==> src/rtl/sync_fifo_prm_pkg.sv <==
// rtl/sync_fifo_prm_pkg.sv - shared defaults and width helpers for sync_fifo_prm
package sync_fifo_prm_pkg;

  localparam int DEF_DATA_W = 8;
  localparam int DEF_DEPTH  = 16;

  function automatic int calc_aw(input int depth);
    return $clog2(depth);
  endfunction

  function automatic int calc_cw(input int depth);
    return $clog2(depth) + 1;
  endfunction

endpackage

==> src/rtl/fifo_dpram.sv <==
// rtl/fifo_dpram.sv - DEPTH x DATA_W storage, one synchronous write port, one async read port
module fifo_dpram #(
  parameter int DATA_W = 8,
  parameter int DEPTH  = 16,
  parameter int AW     = 4
) (
  input  logic              clk,
  input  logic              we,
  input  logic [AW-1:0]     waddr,
  input  logic [DATA_W-1:0] wdata,
  input  logic [AW-1:0]     raddr,
  output logic [DATA_W-1:0] rdata
);

  logic [DATA_W-1:0] mem [DEPTH];

  always_ff @(posedge clk) begin
    if (we) begin
      mem[waddr] <= wdata;
    end
  end

  assign rdata = mem[raddr];

endmodule

==> src/rtl/sync_fifo_prm.sv <==
// rtl/sync_fifo_prm.sv - synchronous FIFO with threshold flags, sticky errors and optional FWFT read
module sync_fifo_prm
  import sync_fifo_prm_pkg::*;
#(
  parameter  int DATA_W = DEF_DATA_W,
  parameter  int DEPTH  = DEF_DEPTH,
  parameter  int FWFT   = 0,
  localparam int AW     = calc_aw(DEPTH),
  localparam int CW     = calc_cw(DEPTH)
) (
  input  logic              clk,
  input  logic              reset,
  input  logic              wr_en,
  input  logic              rd_en,
  input  logic [DATA_W-1:0] data_in,
  input  logic [CW-1:0]     ae_level,
  input  logic [CW-1:0]     af_level,
  input  logic              err_clr,
  output logic [DATA_W-1:0] data_out,
  output logic              rd_valid,
  output logic              empty,
  output logic              a_empty,
  output logic              h_empty,
  output logic              h_full,
  output logic              a_full,
  output logic              full,
  output logic              overflow,
  output logic              underflow,
  output logic [CW-1:0]     count
);

  localparam logic [CW-1:0] FULL_CNT = CW'(DEPTH);
  localparam logic [CW-1:0] HALF_CNT = CW'(DEPTH / 2);
  localparam logic          IS_FWFT  = (FWFT != 0);

  logic [AW-1:0]     wr_ptr;
  logic [AW-1:0]     rd_ptr;
  logic [DATA_W-1:0] mem_rdata;
  logic              wr_acc;
  logic              rd_acc;
  logic              ovf_set;
  logic              unf_set;

  assign empty   = (count == '0);
  assign full    = (count == FULL_CNT);
  assign a_empty = (count <= ae_level);
  assign a_full  = (count >= af_level);
  assign h_empty = (count < HALF_CNT);
  assign h_full  = (count >= HALF_CNT);

  assign wr_acc  = wr_en & ~full;
  assign rd_acc  = rd_en & ~empty;
  assign ovf_set = wr_en & full;
  // In FWFT mode a read against an empty FIFO being filled on the same edge is not an error
  assign unf_set = rd_en & empty & ~(IS_FWFT & wr_en);

  always_ff @(posedge clk) begin
    if (!reset) begin
      wr_ptr    <= '0;
      rd_ptr    <= '0;
      count     <= '0;
      overflow  <= 1'b0;
      underflow <= 1'b0;
    end else begin
      if (wr_acc) wr_ptr <= wr_ptr + AW'(1);
      if (rd_acc) rd_ptr <= rd_ptr + AW'(1);
      case ({wr_acc, rd_acc})
        2'b10:   count <= count + CW'(1);
        2'b01:   count <= count - CW'(1);
        default: count <= count;
      endcase
      overflow  <= ovf_set | (overflow & ~err_clr);
      underflow <= unf_set | (underflow & ~err_clr);
    end
  end

  fifo_dpram #(
    .DATA_W (DATA_W),
    .DEPTH  (DEPTH),
    .AW     (AW)
  ) u_mem (
    .clk   (clk),
    .we    (wr_acc),
    .waddr (wr_ptr),
    .wdata (data_in),
    .raddr (rd_ptr),
    .rdata (mem_rdata)
  );

  generate
    if (FWFT == 0) begin : g_reg_read
      logic [DATA_W-1:0] dout_q;
      logic              valid_q;

      always_ff @(posedge clk) begin
        if (!reset) begin
          dout_q  <= '0;
          valid_q <= 1'b0;
        end else begin
          valid_q <= rd_acc;
          if (rd_acc) dout_q <= mem_rdata;
        end
      end

      assign data_out = dout_q;
      assign rd_valid = valid_q;
    end else begin : g_fwft
      assign data_out = mem_rdata;
      assign rd_valid = ~empty;
    end
  endgenerate

endmodule

==> config.mk <==
export PLATFORM = sky130hd
export DESIGN_NAME = sync_fifo_prm
export DESIGN_NICKNAME = d
export VERILOG_FILES = /design/src/rtl/sync_fifo_prm_pkg.sv /design/src/rtl/fifo_dpram.sv /design/src/rtl/sync_fifo_prm.sv
export SDC_FILE = /design/constraint.sdc
export NUM_CORES = 1
export LEC_CHECK = 0
export CAP_MARGIN = 20
export CORE_ASPECT_RATIO = 0.75
export CORE_MARGIN = 4
export CORE_UTILIZATION = 55
export CTS_CLUSTER_SIZE = 20
export DETAILED_ROUTE_END_ITERATION = 6
export DONT_BUFFER_PORTS = 1
export GPL_ROUTABILITY_DRIVEN = 0
export PLACE_DENSITY = 0.7
export SLEW_MARGIN = 20
export SYNTH_ARGS = -nofsm -noshare
export SYNTH_HDL_FRONTEND = slang
export SYNTH_SLANG_ARGS = --single-unit
==> constraint.sdc <==
create_clock -name clk -period 3 [get_ports clk]
set_input_delay 0.3 -clock clk [delete_from_list [all_inputs] [get_ports clk]]
set_output_delay 0.3 -clock clk [all_outputs]
set_load 0.005 [all_outputs]
# Word-level counts from Yosys, hierarchy flattened
# Memory sizes are Yosys's and may differ from the RTL's. A register that Yosys moved wholly into a read port is not among the register bits.
# Index checks and enable logic that the tools add are counted.
[word_totals] regBits=16 latchBits=0 ram_bits=128 romBits=0 input_bits=23 output_inout_bits=22 word_cells=35 n_memories=1
[mem_list] memory="u_mem.mem" depth=16 width=8 read_ports=1 rd_ports_with_merged_regs=1 wr=1 line_no="fifo_dpram.sv:15" text="logic [DATA_W-1:0] mem [DEPTH];"
[classes] add_sub_neg=4 mul=0 n_div=0 order_cmp=4 n_eq_ne=3 shifts=0 n_mux=3 bitwise=11 reduce_logical=3
[ops] op="$pmux 5 s2" n=1
[ops] op="$add 4x1->4 const B" n=2
[ops] op="$and 1x1->1" n=6
[ops] op="$add 5x1->5 const B" n=1
[ops] op="$eq 5x5->1 const B" n=1
[ops] op="$ge 5x4->1 const B" n=1
[ops] op="$ge 5x5->1" n=1
[ops] op="$le 5x5->1" n=1
[ops] op="$logic_not 5->1" n=1
[ops] op="$lt 5x4->1 const B" n=1
[ops] op="$sub 5x1->5 const B" n=1
[ops] op="$not 1->1" n=3
[ops] op="$eq 2x1->1 const B" n=1
[ops] op="$eq 2x2->1 const B" n=1
[ops] op="$mux 1" n=2
[ops] op="$or 1x1->1" n=2
[ops] op="$reduce_bool 2->1" n=1
[ops] op="$logic_not 1->1" n=1

# Depth between registers and ports, before layout
[logic_depth] word_depth=5 depth_mapped=14

# Modules after synthesis
# Synthesis repeated with hierarchy kept, for this count alone.
[hier_totals] cells_unflattened=375 area_unflattened_um2=6351.1
[by_module_without_submodules] mod="fifo_dpram" instances=1 cells_each=221 area_each_um2=4987.3
[by_module_without_submodules] mod="sync_fifo_prm" instances=1 cells_each=154 area_each_um2=1363.8

# Worst setup path after synthesis
# No wires, ideal clock.
[synth_timing] path_kind="reg2reg" from="register count[1]" to="register count[2]" arrival_ps=2596 t_required_ps=2924 path_slack_ps=329 stages_incl_launch_ff=14 path_buffers=4 period_less_slack_ps=2671 cell_sequence="dfxtp_1 > buf_6 > nor4_4 > a21boi_2 > buf_6 > buf_6 > ha_1 > buf_2 > xor2_1 > ha_1 > a21oi_1 > xor2_1 > or3_1 > a21boi_0"
[synth_between] elab_chain_cells=5 elab_cells_between_ends=12 classes_between="add/sub: 2; eq/ne: 3; mux: 1; bitwise: 4; reduce/logical: 2"
[synth_rtl] item="start, declared" line_no="sync_fifo_prm.sv:29" text="output logic [CW-1:0] count"
[synth_rtl] item="start signal, assigned" line_no="sync_fifo_prm.sv:68" text="2'b10: count <= count + CW'(1);"
[synth_rtl] item="start signal, assigned" line_no="sync_fifo_prm.sv:69" text="2'b01: count <= count - CW'(1);"
[synth_rtl] item="start signal, assigned" line_no="sync_fifo_prm.sv:70" text="default: count <= count;"
[synth_rtl] item="$logic_not 5->1 (*)" line_no="sync_fifo_prm.sv:44" text="assign empty = (count == '0);"
[synth_rtl] item="$not 1->1 (*)" line_no="sync_fifo_prm.sv:52" text="assign rd_acc = rd_en & ~empty;"
[synth_rtl] item="$and 1x1->1 (*)" line_no="sync_fifo_prm.sv:52"
[synth_rtl] item="via rd_acc" line_no="sync_fifo_prm.sv:40" text="logic rd_acc;"
[synth_rtl] item="$eq 2x1->1 / $eq 2x2->1 (equally long branches)" line_no="sync_fifo_prm.sv:67" text="case ({wr_acc, rd_acc})"
[synth_rtl] item="$pmux 5 s2 / $reduce_bool 2->1 (equally long branches)"
# The timed path passes the listed nets; every way through them passes the cells marked *.
# A chain may end at the register's enable or synchronous reset.

# Worst setup path after layout
[layout_timing] from="register count[0]" to="register count[2]"
[layout_between] elab_chain_cells=5 elab_cells_between_ends=12 classes_between="add/sub: 2; eq/ne: 3; mux: 1; bitwise: 4; reduce/logical: 2"
[layout_rtl] item="$eq 5x5->1 / $logic_not 5->1 (equally long branches)" line_no="sync_fifo_prm.sv:45, sync_fifo_prm.sv:44"
[layout_rtl] item="$not 1->1 (on tied branches)" line_no="sync_fifo_prm.sv:51, sync_fifo_prm.sv:52"
[layout_rtl] item="$and 1x1->1 (on tied branches)" line_no="sync_fifo_prm.sv:51, sync_fifo_prm.sv:52"
[layout_rtl] item="$eq 2x1->1 / $eq 2x2->1 (equally long branches)" line_no="sync_fifo_prm.sv:67"
[layout_rtl] item="$pmux 5 s2 / $reduce_bool 2->1 (equally long branches)"
# Several ways; a longest one is shown, not always the timed one.

==> impl_metrics.tcl <==
set metrics [dict create \
    outcome "completed" \
    required_ns 3.34 \
    cts_tree "built" \
    hold_buffers 9 \
    fin_area_sq_um 7180 \
    viasPerCell 5.99 \
    clock.fmax_ghz 0.376 \
    grt_pass1_vias 3390 \
    gr-total-overflow 0 \
    setup_viol 0 \
    cp-end-kind "register" \
    leakage_nw 2.40 \
    dp_hpwl_microns 8320 \
    ys_ff_latch 152 \
    synth_edf_count 128 \
    min_period_ns 2.66 \
    maxSlewHeadroom_pct 41.3 \
    cp-start-kind "register" \
    cts_buffers 17 \
    root_buffer "clkbuf_16" \
    crit_fanout 9 \
    rr_startpoint "count[0]" \
    grt_pass1_wl_microns 20000 \
    die_w_microns 132 \
    antenna_found_initial 0 \
    slew_viol_final 0 \
    drt_first_pass_iters 4 \
    detailedRoute.firstIterationViolations 400 \
    crit_type "register to register" \
    power_mw 5.65 \
    dr_total_vias 3472 \
    area_growth_pct 13.2 \
    finalClockSkew_ns 0.00842 \
    start_util_pct 57.1 \
    cp-startpoint "count[0]" \
    async_flop_share_pct 0 \
    clock_sinks 152 \
    cts_resized 0 \
    ant_nets 0 \
    crit_path_end "count[2]" \
    cts_setup_buffers 0 \
    final_cell_mix "edfxtp_1, mux2i_1, dfxtp_1" \
    hold_viol_final 0 \
    syn_area_per_cell_sq_um 15.7 \
    dieArea_sq_um 13300 \
    clockBufferDepth 2 \
    io_buffers 0 \
    setup_tns_ns 0 \
    post_drt_wl_per_cell_microns 22.2 \
    r2r_slack_ns 0.34 \
    grt_start_max_net_pins 34 \
    r2r-end "count[2]" \
    ys.flop_type "edfxtp_1" \
    synth_nets 445 \
    rows 33 \
    ioPinCount 45 \
    synth_top_cell_by_area "edfxtp_1" \
    clkTransAtPathRegs_ns 0.06 \
    hold_path_class "primary input to register" \
    layout-drive-gt1-share_pct 15.0 \
    vdd_ir_drop_max_v 0.000430 \
    nNetsFinal 468 \
    route.detailed.drc 0 \
    coreArea_sq_um 11100 \
    synth_top_area_share_pct 60.6 \
    hold_ws_ns 0.0151 \
    rsz0062_at_grt "false" \
    netlist_instances 404 \
    placed_cell_area_sq_um 6520 \
    drt-total-wl_microns 12900 \
    max-cap-violations 0 \
    track_usage_pct 20.5 \
    htree_num_levels 4 \
    fin_crit_sh_pct 88.6 \
    critical_path_arrival_ns 3.00 \
    fillers 768 \
    yosysWarnings 0 \
    synth_area_leaders "edfxtp_1, dfxtp_1, mux2i_1" \
    ys_seq_area_share_pct 68.2 \
    pwr_density_cell_nw_per_um2 788 \
    diodes 0 \
    synth_area_sq_um 6340 \
    reg2reg_depth 10 \
    die_y_microns 101 \
    tightest_slew_ns 0.878 \
    final_common_cell "edfxtp_1" \
    insertion_delay_ns 0.42 \
    synth_cell_types 43 \
]
==> state kept, by name, summed over array words and instances (netlist names) <==
name,count
rd_ptr,4
count,5
wr_ptr,4
u_mem.mem,128
overflow,1
underflow,1
data_out,8
rd_valid,1
==> area by class of cell <==
type                    count  area, sq um  share of cell area, %
flip-flops and latches    152         4330                   60.2
multi-input cells         217         1850                   25.7
clock buffers              17          425                   5.93
repair buffers             23          208                   2.89
well taps                 140          175                   2.44
clock inverters            15          140                   1.95
inverters                  16         60.1                  0.837
==> worst min path at each step <==
stage | slack (ns) | depth (start not counted) | end | from
CTS | 0.001 | 1 | wr_ptr[3] | reset
finish | 0.02 | 1 | rd_ptr[0] | reset
floorplan | 0.40 | 0 | u_mem.mem[0][0] | data_in[0]
global route | 0.005 | 1 | rd_ptr[0] | reset
global placement | 0.40 | 0 | u_mem.mem[15][3] | data_in[3]
detailed placement | 0.40 | 0 | u_mem.mem[14][3] | data_in[3]
==> Yosys cell counts (9+ instances only) <==
cell	n
dfxtp_1	24
ha_1	18
nand2_1	17
nor2_1	17
mux2i_1	34
a31oi_1	10
o21ai_0	10
inv_1	16
o22ai_1	17
nor2b_1	9
mux4_2	15
edfxtp_1	128
and2_1	11
==> layer usage <==
layer	routed length, microns	share of wire (%)	track usage [%]	vias to the layer above
met5	0	0	0	-
met4	175	1.4	7.02	0
met3	827	6.4	5.04	13
met2	5830	45	30.8	125
met1	6040	47	29.6	1727
li1	-	-	-	1607
==> worst max-delay path, stage by stage, from the launching register on <==
cell	delay, ns
dfxtp_1	0.42
nor4_4	0.48
a21boi_4	0.16
inv_1	0.10
ha_1	0.33
xor2_1	0.18
ha_1	0.23
a21oi_1	0.07
xor2_1	0.15
or3_1	0.31
a21boi_0	0.16
==> power by group <==
group	internal, mW	total (mW)	switching, mW	leakage (nW)
logic	0.472	1.00	0.531	0.776
registers	2.44	2.62	0.179	1.35
clock network	1.16	2.03	0.873	0.275
==> kinds of logic (layout without fill, tap and decap cells) <==
| logic type | count (synthesis) | count (layout) | share of synthesized area, % |
|---|---|---|---|
| DFF | 152 | 152 | 68.2 |
| and+or+nand+nor | 77 | 77 | 6.45 |
| AOI/OAI and AO/OA | 61 | 61 | 6.47 |
| muxes | 50 | 50 | 11.1 |
| buffers and inverters | 35 | 71 | 2.72 |
| adders and majority gates | 18 | 18 | 3.55 |
| xor gates and xnor gates | 11 | 11 | 1.52 |
==> per-stage QoR <==
step	worst slack, ns	utilization [%]	std cells
global placement	0.425	58.7	539
detailed placement	0.342	58.7	539
floorplan	0.329	-	404
CTS	0.328	64.6	580
global route	0.147	64.6	580
finish	0.343	64.6	580
(Power assumes the default switching activity.)
==> edit: new RTL, config.mk and constraints unchanged <==
The parameter `FWFT` goes from 0 to 1.
--- a/src/rtl/sync_fifo_prm.sv
+++ b/src/rtl/sync_fifo_prm.sv
@@ -4,7 +4,7 @@
 #(
   parameter  int DATA_W = DEF_DATA_W,
   parameter  int DEPTH  = DEF_DEPTH,
-  parameter  int FWFT   = 0,
+  parameter  int FWFT   = 1,
   localparam int AW     = calc_aw(DEPTH),
   localparam int CW     = calc_cw(DEPTH)
 ) (
Formal check against the unedited RTL: not equivalent (a bounded check fails within 4 cycles, from zero or initial values and one cycle with reset low).
==> edit against the original RTL <==
Routed wire length down 14%. Critical path depth is 1 lower. Power increased by 2.7%. Cell area down 0.89%. Sequential cell count down 5. Area after synthesis down 1.5%. Final cell count down 11%. Sequential power down 8.0%. Setup slack worse by 0.069 ns. Combinational power rose by 21%. Critical path type unchanged. Largest power group unchanged. Highest routed layer unchanged.
==> edit: results (changes against the original RTL) <==
| Metric | Value |
|---|---|
| Status | `finished clean` |
| Clk cell area share | `8.69% (+0.81 points)` |
| First-pass GRT wire length | `17.5 mm (-13%)` |
| Min-Delay Endpoint | `overflow` |
| Peak supply drop | `0.000526 V (+22%)` |
| Synth top area cells | `edfxtp_1 62%, mux4_1 10%, dfxtp_1 6.1%` |
| Adder-cell share of the synthesized area | `3.41% (-0.15 points)` |
| Sequential portion of the cell area | `59.4% (-0.87 points)` |
| CP max FO | `9 (unchanged)` |
| Non-Clock Buffer Count | `20 (-13%)` |
| Layout Nets | `404 (-14%)` |
| Multi-input gate share of total cell area | `25.8% (+0.13 points)` |
| CP peak stage delay | `0.50 ns (+0.02 ns)` |
| Worst slew pin tran | `0.787 ns (-0.0908 ns)` |
| Fill cells | `719 (-6.4%)` |
| Inverter count | `19 (+3)` |
| Vias per cell | `5.79 (-3.3%)` |
| Seq group | `2410 µW (-8.0%)` |
| Post-synth top cells | `128 x edfxtp_1, 24 x mux4_1, 19 x dfxtp_1, 19 x inv_1, 17 x ha_1` |
| Leakage power | `0.00241 µW (+0.32%)` |
| Complex-gate fraction of the synthesized area | `2.74% (-3.7 points)` |
| Gate power share | `20.9% (+3.2 points)` |
| Share of layout cells above drive strength 1 | `16.2% (+1.2 points)` |
| Drt initial violations | `204 (-49%)` |
| Final non-clock buffer share | `2.64% (-0.26 points)` |
| Routed wire length | `11.1 mm (-14%)` |
| Clock buffer cells | `20 (+3)` |
| Cell Area, Placed | `0.00640 mm² (-1.9%)` |
| Largest net degree at the start of global routing | `33 (-2.9%)` |
| Overall Power | `5810 µW (+2.7%)` |
| Storage cell area | `0.00423 mm² (-2.3%)` |
| Reg2Reg Depth | `9 (-1)` |
| Die Wd | `131 µm (-0.72%)` |
| Net Switching | `1500 µW (-5.2%)` |
| WP data arrival | `3.05 ns (+0.05 ns)` |
| Total number of vias | `2,994 (-14%)` |
| Port bufs | `0 (unchanged)` |
| Post-DP HPWL | `7.18 mm (-14%)` |
| Placed cells | `475 (-12%)` |
| Reg-to-reg slack, setup | `0.27 ns (-0.07 ns)` |
| CTS Hold Bufs | `9 (unchanged)` |
| Synth Net Count | `382 (-14%)` |
| Seq/Total Area, Yosys | `67.6% (-0.55 points)` |
| Dpl ws | `0.253 ns (-0.0886 ns)` |
| Post-synthesis mux area share | `16.3% (+5.2 points)` |
| Final clock skew | `0.0199 ns (+0.0115 ns)` |
| Gr usage total | `18.6% (-1.9 points)` |
| Yosys reg bits | `147 (-3.3%)` |
| Fin Hold WS | `0.00825 ns (-0.00686 ns)` |
| Xor and xnor fraction of the mapped netlist area | `1.26% (-0.26 points)` |
| Syn Area/Cell | `18.3 µm² (+16%)` |
[edit: cell count changes in the layout (fill, tap and decap cells not counted), moves of 3 or more]
cell	change
a311oi_1	-8
a31oi_1	-9
buf_4	-4
bufinv_16	+3
clkbuf_1	+3
dfxtp_1	-5
inv_1	+3
inv_6	-5
mux2i_1	-31
mux4_1	+23
nand2_1	-7
o21ai_0	-8
o22ai_1	-15
[edit: metal layers]
| metal | wire length, µm | GRT usage (%) | up-vias |
|---|---|---|---|
| met1 | 5200 | 27.7 | 1486 |
| met4 | 95 | 6.17 | 0 |
| li1 | - | - | 1400 |
| met5 | 0 | 0 | - |
| met3 | 612 | 5.27 | 9 |
| met2 | 5170 | 26.8 | 99 |
[edit: worst max-delay path by stage]
stage	start	to	slack, ns	cells past startpoint
final	count[0]	count[2]	0.27	9
after global placement	count[0]	count[2]	0.45	9
after floorplan	count[1]	count[2]	0.42	12
after CTS	count[0]	count[2]	0.26	9
after detailed placement	count[0]	count[2]	0.25	9
after global routing	count[0]	count[2]	0.05	9
